File: config.mk
export PLATFORM = sky130hd
export DESIGN_NAME = touch_grid_sampler
export DESIGN_NICKNAME = d
export VERILOG_FILES = /design/src/rtl/touch_grid_pkg.sv /design/src/rtl/touch_cell_quantizer.sv /design/src/rtl/touch_grid_sampler.sv
export SDC_FILE = /design/constraint.sdc
export NUM_CORES = 1
export LEC_CHECK = 0
export ABC_CLOCK_PERIOD_IN_PS = 9200
export CORE_MARGIN = 4
export CORE_UTILIZATION = 50
export CTS_CLUSTER_DIAMETER = 80
export DETAILED_ROUTE_END_ITERATION = 8
export DONT_BUFFER_PORTS = 1
export SYNTH_ARGS = -nofsm -noshare
export SYNTH_HDL_FRONTEND = slang
export SYNTH_SLANG_ARGS = --single-unit
File: constraint.sdc
create_clock -name iCLK -period 9.2 [get_ports iCLK]
set_input_delay 1.84 -clock iCLK [delete_from_list [all_inputs] [get_ports iCLK]]
set_output_delay 1.84 -clock iCLK [all_outputs]
set_load 0.02 [all_outputs]
File: src/rtl/touch_grid_pkg.sv
// Shared geometry, FSM state type and cell coordinate type for the touch grid sampler.
package touch_grid_pkg;

    localparam int unsigned GRID_COLS = 8;
    localparam int unsigned GRID_ROWS = 12;
    localparam int unsigned COORD_W   = 12;

    typedef enum logic [1:0] {
        StIdle,
        StQuant,
        StFilter,
        StCommit
    } state_t;

    typedef struct packed {
        logic [2:0] col;
        logic [3:0] row;
    } cell_t;

    // Bit 7 of a row word is the leftmost column.
    function automatic logic [GRID_COLS-1:0] col_mask(input logic [2:0] col);
        return 8'h80 >> col;
    endfunction

endpackage

File: src/rtl/touch_cell_quantizer.sv
// One-axis repeated-subtraction divider: start loads a residue, idx counts whole cells removed.
module touch_cell_quantizer #(
    parameter int unsigned CELL  = 460,
    parameter int unsigned STEPS = 8,
    parameter int unsigned W     = 12,
    parameter int unsigned IDX_W = $clog2(STEPS)
) (
    input  logic             clk,
    input  logic             rst_n,
    input  logic             start,
    input  logic [W-1:0]     value,
    output logic             done,
    output logic [IDX_W-1:0] idx
);

    localparam logic [W-1:0] CELL_V = W'(CELL);

    logic [W-1:0]     res_q;
    logic [IDX_W-1:0] idx_q;

    always_ff @(posedge clk or negedge rst_n) begin
        if (!rst_n) begin
            res_q <= '0;
            idx_q <= '0;
        end else if (start) begin
            res_q <= value;
            idx_q <= '0;
        end else if (res_q >= CELL_V) begin
            res_q <= res_q - CELL_V;
            idx_q <= idx_q + IDX_W'(1);
        end
    end

    // Finished as soon as the residue fits inside one cell; no extra settle cycle.
    assign done = (res_q < CELL_V);
    assign idx  = idx_q;

endmodule

File: src/rtl/touch_grid_sampler.sv
// Quantizes raw touch samples into an 8x12 ink bitmap with jitter filtering and stroke timing.
// Build macro TOUCH_GRID_THICK_EN also inks the in-grid 4-neighbours of each committed cell.
module touch_grid_sampler
    import touch_grid_pkg::*;
#(
    parameter int unsigned X_MIN      = 200,
    parameter int unsigned Y_MIN      = 200,
    parameter int unsigned CELL_W     = 460,
    parameter int unsigned CELL_H     = 306,
    parameter int unsigned HITS       = 2,
    parameter int unsigned GAP_CYCLES = 10000000
) (
    input  logic                 iCLK,
    input  logic                 iRST_n,
    input  logic [COORD_W-1:0]   iX_COORD,
    input  logic [COORD_W-1:0]   iY_COORD,
    input  logic                 iNEW_COORD,
    input  logic                 iCLEAR,
    output logic [GRID_COLS-1:0] oARR0,
    output logic [GRID_COLS-1:0] oARR1,
    output logic [GRID_COLS-1:0] oARR2,
    output logic [GRID_COLS-1:0] oARR3,
    output logic [GRID_COLS-1:0] oARR4,
    output logic [GRID_COLS-1:0] oARR5,
    output logic [GRID_COLS-1:0] oARR6,
    output logic [GRID_COLS-1:0] oARR7,
    output logic [GRID_COLS-1:0] oARR8,
    output logic [GRID_COLS-1:0] oARR9,
    output logic [GRID_COLS-1:0] oARR10,
    output logic [GRID_COLS-1:0] oARR11,
    output logic [6:0]           oINK_CNT,
    output logic                 oBUSY,
    output logic                 oPEN,
    output logic                 oDONE
);

    localparam int unsigned HIT_W = $clog2(HITS + 1);
    localparam int unsigned GAP_W = $clog2(GAP_CYCLES + 1);
    localparam int unsigned EXT_W = COORD_W + 1;

    localparam logic [HIT_W-1:0]   HITS_V = HIT_W'(HITS);
    localparam logic [GAP_W-1:0]   GAP_V  = GAP_W'(GAP_CYCLES);
    localparam logic [COORD_W-1:0] X_OFF  = COORD_W'(X_MIN);
    localparam logic [COORD_W-1:0] Y_OFF  = COORD_W'(Y_MIN);
    localparam logic [EXT_W-1:0]   X_LO   = EXT_W'(X_MIN);
    localparam logic [EXT_W-1:0]   X_HI   = EXT_W'(X_MIN + GRID_COLS * CELL_W);
    localparam logic [EXT_W-1:0]   Y_LO   = EXT_W'(Y_MIN);
    localparam logic [EXT_W-1:0]   Y_HI   = EXT_W'(Y_MIN + GRID_ROWS * CELL_H);

    state_t                                state_q, state_d;
    logic [GRID_ROWS-1:0][GRID_COLS-1:0]   rows_q, rows_d, paint;
    logic [GRID_COLS-1:0]                  center, fresh;
    logic [6:0]                            ink_q, ink_d;
    logic                                  busy_q, pen_q, pen_d, done_q, done_d;
    logic [GAP_W-1:0]                      gap_q, gap_d;
    logic [HIT_W-1:0]                      hit_q, hit_d;
    cell_t                                 last_q, last_d, cur;
    logic                                  last_valid_q, last_valid_d;
    logic                                  in_range, q_start, qx_done, qy_done;

    // 13-bit compares so the upper bounds cannot wrap.
    assign in_range = ({1'b0, iX_COORD} >= X_LO) && ({1'b0, iX_COORD} < X_HI) &&
                      ({1'b0, iY_COORD} >= Y_LO) && ({1'b0, iY_COORD} < Y_HI);

    touch_cell_quantizer #(
        .CELL  (CELL_W),
        .STEPS (GRID_COLS),
        .W     (COORD_W),
        .IDX_W (3)
    ) u_quant_x (
        .clk   (iCLK),
        .rst_n (iRST_n),
        .start (q_start),
        .value (iX_COORD - X_OFF),
        .done  (qx_done),
        .idx   (cur.col)
    );

    touch_cell_quantizer #(
        .CELL  (CELL_H),
        .STEPS (GRID_ROWS),
        .W     (COORD_W),
        .IDX_W (4)
    ) u_quant_y (
        .clk   (iCLK),
        .rst_n (iRST_n),
        .start (q_start),
        .value (iY_COORD - Y_OFF),
        .done  (qy_done),
        .idx   (cur.row)
    );

    always_comb begin
        state_d      = state_q;
        rows_d       = rows_q;
        ink_d        = ink_q;
        pen_d        = pen_q;
        done_d       = 1'b0;
        gap_d        = gap_q;
        hit_d        = hit_q;
        last_d       = last_q;
        last_valid_d = last_valid_q;
        q_start      = 1'b0;
        paint        = '0;
        center       = col_mask(cur.col);
        fresh        = '0;

        unique case (state_q)
            StIdle: begin
                if (iNEW_COORD && in_range) begin
                    q_start = 1'b1;
                    state_d = StQuant;
                end
            end
            StQuant: begin
                if (qx_done && qy_done) state_d = StFilter;
            end
            StFilter: begin
                if (last_valid_q && (cur == last_q)) begin
                    hit_d = (hit_q == HITS_V) ? hit_q : hit_q + HIT_W'(1);
                end else begin
                    hit_d        = HIT_W'(1);
                    last_d       = cur;
                    last_valid_d = 1'b1;
                end
                state_d = (hit_d == HITS_V) ? StCommit : StIdle;
            end
            StCommit: begin
`ifdef TOUCH_GRID_THICK_EN
                // Row shifts drop out-of-grid columns instead of wrapping.
                paint[cur.row] = center | (center << 1) | (center >> 1);
                if (cur.row != 4'd0) paint[cur.row - 4'd1] = center;
                if (cur.row != 4'(GRID_ROWS - 1)) paint[cur.row + 4'd1] = center;
`else
                paint[cur.row] = center;
`endif
                state_d = StIdle;
            end
            default: state_d = StIdle;
        endcase

        for (int unsigned r = 0; r < GRID_ROWS; r++) begin
            fresh     = paint[r] & ~rows_q[r];
            rows_d[r] = rows_q[r] | paint[r];
            for (int unsigned c = 0; c < GRID_COLS; c++) begin
                ink_d = ink_d + 7'(fresh[c]);
            end
        end

        // A strobe in any state restarts the stroke gap, so it beats expiry.
        if (iNEW_COORD) begin
            pen_d = 1'b1;
            gap_d = GAP_V;
        end else if (pen_q) begin
            if (gap_q <= GAP_W'(1)) begin
                gap_d        = '0;
                pen_d        = 1'b0;
                hit_d        = '0;
                last_valid_d = 1'b0;
                done_d       = (ink_d != 7'd0);
            end else begin
                gap_d = gap_q - GAP_W'(1);
            end
        end

        if (iCLEAR) begin
            state_d      = StIdle;
            rows_d       = '0;
            ink_d        = '0;
            pen_d        = 1'b0;
            done_d       = 1'b0;
            gap_d        = '0;
            hit_d        = '0;
            last_valid_d = 1'b0;
            q_start      = 1'b0;
        end
    end

    always_ff @(posedge iCLK or negedge iRST_n) begin
        if (!iRST_n) begin
            state_q      <= StIdle;
            rows_q       <= '0;
            ink_q        <= '0;
            busy_q       <= 1'b0;
            pen_q        <= 1'b0;
            done_q       <= 1'b0;
            gap_q        <= '0;
            hit_q        <= '0;
            last_q       <= '0;
            last_valid_q <= 1'b0;
        end else begin
            state_q      <= state_d;
            rows_q       <= rows_d;
            ink_q        <= ink_d;
            busy_q       <= (state_d != StIdle);
            pen_q        <= pen_d;
            done_q       <= done_d;
            gap_q        <= gap_d;
            hit_q        <= hit_d;
            last_q       <= last_d;
            last_valid_q <= last_valid_d;
        end
    end

    assign oARR0    = rows_q[0];
    assign oARR1    = rows_q[1];
    assign oARR2    = rows_q[2];
    assign oARR3    = rows_q[3];
    assign oARR4    = rows_q[4];
    assign oARR5    = rows_q[5];
    assign oARR6    = rows_q[6];
    assign oARR7    = rows_q[7];
    assign oARR8    = rows_q[8];
    assign oARR9    = rows_q[9];
    assign oARR10   = rows_q[10];
    assign oARR11   = rows_q[11];
    assign oINK_CNT = ink_q;
    assign oBUSY    = busy_q;
    assign oPEN     = pen_q;
    assign oDONE    = done_q;

endmodule

==> run_results.csv, run 1 <==
group,metric,value,unit
run_status,outcome,"complete, no violations",
final_layout,n_fill_cell,1997,
clocking,htree_num_levels,4,
final_layout,fin_nets,1383,
final_layout,layout_commonest_cell,"nor2_1",
floorplan,die_h,158,microns
critical_path,critical_path_class,"flop to flop",
placed_design,port_buffers,0,
flow_run,cap_violations,0,
critical_path,crit_path_end_kind,"flop",
critical_path,required,9510,ps
global_routing,antenna_found_initial,0,
timing,slew_headroom,0.446,
clocking,numClockSinks,170,
floorplan,num_rows,54,
routing,wire_per_inst,18.7,microns
critical_path,arrival,8750,ps
synthesis,netlist_area,11200,sq um
final_layout,mostFrequentLayoutCells,"347 x nor2_1, 170 x dfrtp_1, 110 x inv_1, 87 x fa_1, 71 x nor3_1",
routing,drtPass1Iterations,5,
global_routing,grt_pass1_vias,8240,
synthesis,synthFlopType,"dfrtp_1",
timing,final.min_clock_period,8440,ps
routing,routed_wl,28400,microns
floorplan,die_w,158,microns
timing,finalClockSkew,11.6,ps
timing,rsz0062_at_grt,"false",
synthesis,ys.warnings.count,0,
final_layout,drive_gt1_frac,0.0501,
clocking,insertion_delay,440,ps
routing,vias_per_cell,5.47,
placed_design,dpl.cell_count,1486,
pwr,p_leak,5.47,nW
clocking,ctsHoldBuffers,0,
floorplan,core-area,21900,sq um
timing,worstMarginPinSlew,823,ps
timing,drv_slew,0,
timing,setup_tns,0,ps
floorplan,ios,134,
global_routing,grt_use_total,0.237,
critical_path,critPathLaunchType,"flop",
synthesis,ys_ff_latch,170,
clocking,cts-root-buf,"clkbuf_16",
clocking,cts-resized-gates,0,
synthesis,synth_area_per_cell,8.98,sq um
timing,period_share,0.918,
clocking,clock_path_buffers,2,
timing,hold_viol_final,0,
synthesis,synthArstFlopShare,1.00,
final_layout,area_delta_synth_final,7.91,%
critical_path,slowest_delay,560,ps
synthesis,synth_nets,1405,
critical_path,crit_fanout,14,
global_routing,overflow,0,
routing,post-route-drc-count,0,
placed_design,dp_hpwl,20800,microns
routing,num_vias,8303,
placed_design,gp_congestion,0.864,
critical_path,cpMaxStageDelayCell,"fa_1",
synthesis,synth-seq-area-share,0.380,
critical_path,crit_top_cell,"fa_1",
synthesis,synth.distinct_cells,58,
pwr,p_per_area,193,nW/um^2
clocking,tritoncts,"done",
final_layout,fin_cells,1518,
synthesis,syn_inst,1247,
min_path,hold_path_class,"flop to flop",
clocking,post_cts_buffers,0,
final_layout,diodes,0,
routing,dr.first_iter.drc_count,547,
global_routing,grt_pass1_wl,45700,microns
timing,fmax,118,MHz
clocking,clk_pin_slew,70,ps
global_routing,grt_max_degree,171,
clocking,numCtsBuffers,17,
floorplan,dieArea,24800,sq um
synthesis,synth_edf_count,0,
floorplan,start_util,0.511,
pwr,vdd_drop_max,120,uV
timing,setup_viol,0,
routing,ant_nets,0,
[flip-flops by register name, indices dropped and copies added, names as in the netlist, 7 cells and up]
name	count
last_q	7
oARR3	8
oARR0	8
oARR4	8
oARR2	8
u_quant_x.res_q	10
oARR11	8
oARR5	8
oINK_CNT	7
oARR1	8
oARR7	8
u_quant_y.res_q	11
oARR9	8
gap_q	24
oARR8	8
oARR10	8
oARR6	8
[power by group]
group	internal, mW	switching, mW	leakage, nW	total (mW)
clock network	0.441	0.333	0.292	0.774
logic	0.253	0.349	2.88	0.602
registers	0.844	0.114	2.30	0.958
total	1.54	0.796	5.47	2.33
[stage by stage]
step	util	area, sq um	total power [mW]	worst slack (ps)	hold slack, ps
floorplan	-	11200	1.44	1500	466
global placement	0.523	11500	1.56	936	480
CTS	0.552	12100	2.35	739	507
detailed placement	0.523	11500	1.57	741	488
finish	0.552	12100	2.33	756	508
global route	0.552	12100	2.48	390	526
[final timing paths]
kind / cells after the start / slack (ps) / endpoint / from
max reg2reg: 26 / 760 / oDONE / u_quant_x.idx[0]
min reg2reg: 2 / 510 / last_q[1] / last_q[1]
min in group asynchronous: 0 / 1100 / oARR11[3] / iRST_n
min: 2 / 510 / last_q[1] / last_q[1]
max in group asynchronous: 0 / 7790 / oARR3[3] / iRST_n
max: 26 / 760 / oDONE / u_quant_x.idx[0]
[layout make-up]
type / count / area (sq um) / share of cell area
Clock buffer: 18 / 439 / 0.0364
Inverter: 111 / 417 / 0.0345
Sequential cell: 170 / 4250 / 0.352
Timing Repair Buffer: 17 / 140 / 0.0116
Clock inverter: 14 / 184 / 0.0152
Multi-Input combinational cell: 908 / 6300 / 0.521
Tap cell: 280 / 350 / 0.0290
[routing by layer]
layer | vias to the layer above | wire [microns] | GRT usage
met1 | 4048 | 12400 | 0.321
li1 | 4022 | - | -
met5 | - | 0 | 0
met3 | 27 | 1820 | 0.0640
met4 | 0 | 318 | 0.0524
met2 | 206 | 13800 | 0.387
[Yosys cell counts (all sizes together) (4+ instances only)]
cell,count,share of area
nor2b,9,0.0050
nor2,347,0.12
clkbuf,44,0.015
o22ai,4,0.0022
nor3,71,0.032
mux2,6,0.0064
a221oi,5,0.0045
nor4,7,0.0039
mux2i,19,0.017
fa,87,0.16
nand2b,6,0.0034
ha,43,0.048
nand2,52,0.017
o31ai,4,0.0027
nand4,8,0.0045
xor2,15,0.012
inv,110,0.037
o21ai,31,0.014
a211oi,4,0.0027
buf,14,0.0056
or3,52,0.029
xnor2,30,0.023
a31oi,16,0.0089
dfrtp,170,0.38
nand3,19,0.0085
or4,5,0.0035
a21oi,28,0.013
[worst max-delay path: cells and delay by family, from the launching register on]
kind	cells	cell delay, ps
fa+ha+maj	13	5610
simple gates	3	920
buf+inv	6	670
compound gates	3	460
flops	1	440
xor+xnor	1	210
[logic make-up (layout without fill, tap and decap cells)]
kind of cell,after synthesis,after routing,synth area share
AO/OA/AOI/OAI,116,116,0.0662
XOR/XNOR,45,45,0.0352
adder cells (fa/ha/maj),130,130,0.204
buffers and inverters,169,160,0.0576
flip-flops,170,170,0.380
multiplexers,25,25,0.0234
AND/OR/NAND/NOR,592,592,0.234
No activity file was read; power rests on OpenSTA's default activity.
==> run 2: changes to the inputs <==
--- a/config.mk
+++ b/config.mk
@@ -11,6 +11,7 @@
 export CTS_CLUSTER_DIAMETER = 80
 export DETAILED_ROUTE_END_ITERATION = 8
 export DONT_BUFFER_PORTS = 1
+export PLACE_DENSITY = 0.69
 export SYNTH_ARGS = -nofsm -noshare
 export SYNTH_HDL_FRONTEND = slang
 export SYNTH_SLANG_ARGS = --single-unit
==> run 2 against run 1 <==
- clock skew is 0.60 ps higher
- largest power group unchanged
- clock power is 5.0% lower
- design area is 0.26% lower
- non-clock buffer count is 1 higher
- cell count stayed put
- largest cell class unchanged
- die area stayed put
- global-route usage hardly changed
==> run_results.csv, run 2 (same netlist as run 1, synthesis figures left out) <==
group,metric,value,unit
clocking,clk_pin_slew,70,ps
pwr,p_comb_frac,0.267,
min_path,holdPathStages,1,
timing,setup_tns,0,ps
floorplan,die_w,158,microns
pwr,seqPwrFrac,0.415,
pwr,p_leak,5.47,nW
global_routing,overflow,0,
critical_path,slowest_delay,630,ps
final_layout,top_regs,"gap_q: 24 flops, u_quant_y.res_q: 11 flops, u_quant_x.res_q: 10 flops",
pwr,p_per_area,192,nW/um^2
floorplan,ios,134,
final_layout,fin_nets,1384,
timing,drv_slew,0,
clocking,ctsHoldBuffers,0,
final_layout,area_delta_synth_final,7.63,%
routing,drtPass1Iterations,5,
timing,hold_viol_final,0,
critical_path,crit_fanout,19,
timing,rsz0062_at_grt,"false",
timing,final.min_clock_period,8600,ps
floorplan,core-area,21900,sq um
critical_path,timing.rr.start,"u_quant_x.idx[0]",
clocking,post_cts_buffers,0,
final_layout,multiInputGateArea,6300,sq um
pwr,intPower,1.53,mW
placed_design,port_buffers,0,
critical_path,arrival,8890,ps
final_layout,drive_gt1_frac,0.0493,
critical_path,crit_buf_inv,4,
clocking,clock_path_buffers,2,
global_routing,grt_max_degree,171,
critical_path,reg2regPathDepth,24,
clocking,tritoncts,"done",
routing,vias_per_cell,5.59,
critical_path,critPathLaunchType,"flop",
floorplan,die_h,158,microns
global_routing,antenna_found_initial,0,
final_layout,utilization,0.550,
global_routing,grt_use_total,0.237,
timing,slew_headroom,0.397,
clocking,numCtsBuffers,17,
final_layout,regMostFlops,"gap_q",
floorplan,num_rows,54,
routing,ant_nets,0,
critical_path,r2r_setup_slack,600,ps
final_layout,seqCellArea,4250,sq um
min_path,hold_end,"gap_q[8]",
critical_path,r2r-end,"oDONE",
pwr,p_switching,0.782,mW
clocking,cts-root-buf,"clkbuf_16",
final_layout,largest_reg_flops,24,
clocking,numClockSinks,170,
min_path,hold_path_class,"flop to flop",
final_layout,diodes,0,
critical_path,critical_path_class,"flop to flop",
min_path,hp-start,"gap_q[8]",
timing,worstMarginPinSlew,902,ps
global_routing,grt_pass1_vias,8598,
critical_path,cpMaxStageDelayCell,"nand3_1",
flow_run,cap_violations,0,
final_layout,n_fill_cell,2001,
pwr,vdd_drop_max,141,uV
placed_design,dp_hpwl,20800,microns
placed_design,gp_congestion,0.906,
routing,post-route-drc-count,0,
critical_path,crit_chain,"ha_1 > ha_1 > nand3_1 > buf_4 > nor3_1 > fa_1 > inv_1 > fa_1 > fa_1 > fa_1 > fa_1 > fa_1 > fa_1 > fa_1 > inv_1 > fa_1 > fa_1 > inv_1 > fa_1 > nand2b_1 > a21oi_1 > a31oi_1 > xnor2_1 > a31oi_1",
global_routing,grt_pass1_wl,46300,microns
critical_path,crit_top_cell,"fa_1",
timing,period_share,0.935,
floorplan,dieArea,24800,sq um
pwr,switching_share,0.338,
clocking,cts-resized-gates,0,
timing,fmax,116,MHz
critical_path,crit_path_end_kind,"flop",
floorplan,start_util,0.511,
routing,routed_wl,28200,microns
clocking,htree_num_levels,4,
run_status,outcome,"complete, no violations",
final_layout,layout_commonest_cell,"nor2_1",
final_layout,mostFrequentLayoutCells,"347 x nor2_1, 170 x dfrtp_1, 110 x inv_1, 87 x fa_1, 71 x nor3_1",
critical_path,required,9490,ps
routing,dr.first_iter.drc_count,567,
pwr,power_frac_clock,0.318,
timing,setup_viol,0,
routing,num_vias,8488,
routing,wire_per_inst,18.6,microns
timing,finalClockSkew,12.2,ps
critical_path,crit_family,"adder cells",
clocking,insertion_delay,430,ps
## run 2: area by class of cell
type                    count  area share
inverters                 111      0.0346
repair buffers             18      0.0112
flip-flops and latches    170       0.353
clock inverters             9     0.00934
clock buffers              22      0.0402
well taps                 280      0.0291
multi-input cells         908       0.523
## run 2: worst max-delay path by stage
stage	startpoint	end	slack (ps)	depth (start not counted)
after floorplan	u_quant_x.idx[0]	oDONE	1500	25
after global placement	u_quant_x.idx[0]	oDONE	750	24
after detailed placement	u_quant_x.idx[0]	oDONE	630	24
after CTS	u_quant_x.idx[0]	oDONE	600	24
after global routing	u_quant_x.idx[0]	oDONE	100	24
final	u_quant_x.idx[0]	oDONE	600	24
## run 2: power by group through the flow
stage	clock network [mW]	registers [mW]	logic [mW]
2_1_floorplan	0	0.942	0.503
3_3_place_gp	0	0.966	0.597
3_5_place_dp	0	0.971	0.614
4_1_cts	0.745	0.959	0.619
5_1_grt	0.779	0.980	0.707
6_report	0.735	0.961	0.618
## run 2: stage by stage
| stage | area (sq um) | total power, mW | hold WS, ps | setup WS, ps | std cells |
|---|---|---|---|---|---|
| final | 12100 | 2.31 | 507 | 595 | 1518 |
| after global routing | 12100 | 2.47 | 516 | 100 | 1518 |
| after CTS | 12100 | 2.32 | 507 | 604 | 1518 |
| after detailed placement | 11500 | 1.59 | 489 | 634 | 1487 |
| after global placement | 11500 | 1.56 | 480 | 753 | 1487 |
| after floorplan | 11200 | 1.44 | 466 | 1500 | 1247 |
## run 2: metal layers
layer / track usage / wire length [microns] / share of wire / vias up
met2: 0.387 / 13600 / 0.48 / 283
met1: 0.311 / 11600 / 0.41 / 4145
met4: 0.0520 / 357 / 0.013 / 0
li1: - / - / - / 4026
met5: 0 / 0 / 0 / -
met3: 0.0801 / 2670 / 0.095 / 34
==> run 3: changes to the inputs <==
--- a/config.mk
+++ b/config.mk
@@ -11,7 +11,8 @@
 export CTS_CLUSTER_DIAMETER = 80
 export DETAILED_ROUTE_END_ITERATION = 8
 export DONT_BUFFER_PORTS = 1
-export PLACE_DENSITY = 0.69
+export PLACE_DENSITY = 0.68
 export SYNTH_ARGS = -nofsm -noshare
 export SYNTH_HDL_FRONTEND = slang
 export SYNTH_SLANG_ARGS = --single-unit
+export TNS_END_PERCENT = 1
==> run 3 against run 2 <==
- sequential share of layout area is essentially flat
- worst setup slack gained 210 ps
- non-clock buffer count shrank 2
- via count shrank 1.6%
- count of clock-buffer cells in the layout is the same
- clock power grew 2.9%
- fmax grew 2.5%
- critical path depth grew 2
- clock skew grew 1.2 ps
- utilization is essentially flat
- worst hold slack lost 4.8 ps
- sequential cell count is the same
==> run_results.csv, run 3 (same netlist as run 1, synthesis figures left out) <==
group,metric,value,unit
run_status,outcome,"complete, no violations",
final_layout,top_regs,"gap_q: 24 flops, u_quant_y.res_q: 11 flops, u_quant_x.res_q: 10 flops",
pwr,p_per_area,193,nW/um^2
pwr,p_comb_frac,0.261,
routing,vias_per_cell,5.50,
routing,post-route-drc-count,0,
global_routing,grt_pass1_vias,8203,
min_path,hold_path_class,"flop to flop",
critical_path,crit_path_end_kind,"flop",
pwr,total_power,2.32,mW
routing,wire_per_inst,18.3,microns
global_routing,grt_max_degree,171,
clocking,insertion_delay,440,ps
routing,dr.first_iter.drc_count,554,
placed_design,port_buffers,0,
pwr,switching_share,0.335,
clocking,numClockSinks,170,
global_routing,antenna_found_initial,1,
floorplan,die_w,158,microns
pwr,p_switching,0.778,mW
timing,rsz0062_at_grt,"false",
floorplan,start_util,0.511,
floorplan,ios,134,
clocking,cts-resized-gates,0,
routing,ant_nets,0,
clocking,ctsHoldBuffers,0,
pwr,vdd_drop_max,121,uV
placed_design,dp_hpwl,20500,microns
pwr,intPower,1.55,mW
critical_path,arrival,8690,ps
final_layout,area_delta_synth_final,7.66,%
clocking,htree_num_levels,4,
floorplan,dieArea,24800,sq um
timing,worstMarginPinSlew,1050,ps
global_routing,overflow,0,
clocking,numCtsBuffers,17,
timing,slew_headroom,0.294,
final_layout,diodes,0,
clocking,post_cts_buffers,0,
final_layout,largest_reg_flops,24,
timing,hold_viol_final,0,
pwr,seqPwrFrac,0.414,
routing,drtPass1Iterations,5,
pwr,power_frac_clock,0.325,
timing,final.min_clock_period,8390,ps
clocking,cts-root-buf,"clkbuf_16",
floorplan,num_rows,54,
floorplan,core-area,21900,sq um
flow_run,cap_violations,0,
routing,routed_wl,27700,microns
final_layout,regMostFlops,"gap_q",
final_layout,mostFrequentLayoutCells,"347 x nor2_1, 170 x dfrtp_1, 110 x inv_1, 87 x fa_1, 71 x nor3_1",
clocking,tritoncts,"done",
placed_design,gp_congestion,0.875,
routing,num_vias,8349,
global_routing,grt_use_total,0.232,
timing,setup_viol,0,
final_layout,fin_nets,1382,
clocking,clk_pin_slew,60,ps
clocking,clock_path_buffers,2,
critical_path,critPathLaunchType,"flop",
timing,period_share,0.912,
critical_path,critical_path_class,"flop to flop",
timing,drv_slew,0,
timing,setup_tns,0,ps
floorplan,die_h,158,microns
pwr,p_leak,5.46,nW
final_layout,n_fill_cell,1968,
timing,fmax,119,MHz
timing,finalClockSkew,13.5,ps
critical_path,required,9500,ps
global_routing,grt_pass1_wl,44700,microns
final_layout,layout_commonest_cell,"nor2_1",
critical_path,crit_fanout,15,
final_layout,drive_gt1_frac,0.0477,
==> run 3: metal layers <==
layer	track usage	vias to the layer above	wire length [microns]	share of wire
met5	0	-	0	0
met4	0.0610	0	420	0.015
met3	0.0785	32	2450	0.088
met2	0.365	251	13100	0.47
met1	0.310	4050	11800	0.42
li1	-	4016	-	-
==> run 3: worst paths after layout <==
kind                                  start          end  slack [ps]  cells after the start
max                        u_quant_x.idx[0]        oDONE         810                     26
min                               last_q[3]    last_q[3]         500                      2
max reg2reg                u_quant_x.idx[0]        oDONE         810                     26
min reg2reg                       last_q[3]    last_q[3]         500                      2
max in group asynchronous            iRST_n  oINK_CNT[0]        7730                      0
min in group asynchronous            iRST_n  oINK_CNT[1]        1110                      0
==> run 3: layout make-up <==
type,count,area (sq um),area share
repair buffers,16,120,0.00997
clock buffers,22,474,0.0393
clock inverters,10,140,0.0116
inverters,111,417,0.0346
flip-flops and latches,170,4250,0.353
well taps,280,350,0.0291
multi-input cells,908,6300,0.522
==> run 3: metrics by stage <==
step           cells  hold slack, ps  utilization  setup WS [ps]  cell area (sq um)
2_1_floorplan   1247             466            -           1500              11200
5_1_grt         1517             528        0.551            286              12100
4_1_cts         1517             502        0.551            768              12100
3_5_place_dp    1485             489        0.523            791              11400
6_report        1517             502        0.551            806              12100
3_3_place_gp    1485             482        0.523            938              11400
==> run 3: power by group through the flow <==
stage	logic [mW]	registers, mW	clock network (mW)
CTS	0.608	0.960	0.767
finish	0.605	0.962	0.756
global route	0.691	0.980	0.797
detailed placement	0.604	0.971	0
floorplan	0.503	0.942	0
global placement	0.588	0.968	0
==> run 3: worst max-delay path: stages (launching register included) <==
cell and delay [ps]:
dfrtp_1 440, ha_1 210, ha_1 140, nand3_1 530
or3_1 600, fa_1 550, inv_1 50, fa_1 470
inv_1 50, fa_1 470, inv_1 50, fa_1 500
inv_1 60, fa_1 460, fa_1 520, fa_1 540
fa_1 550, inv_1 50, fa_1 560, fa_1 200
inv_1 50, fa_1 380, nand2b_1 160, a21oi_1 210
a31oi_1 130, xnor2_1 210, a31oi_1 110
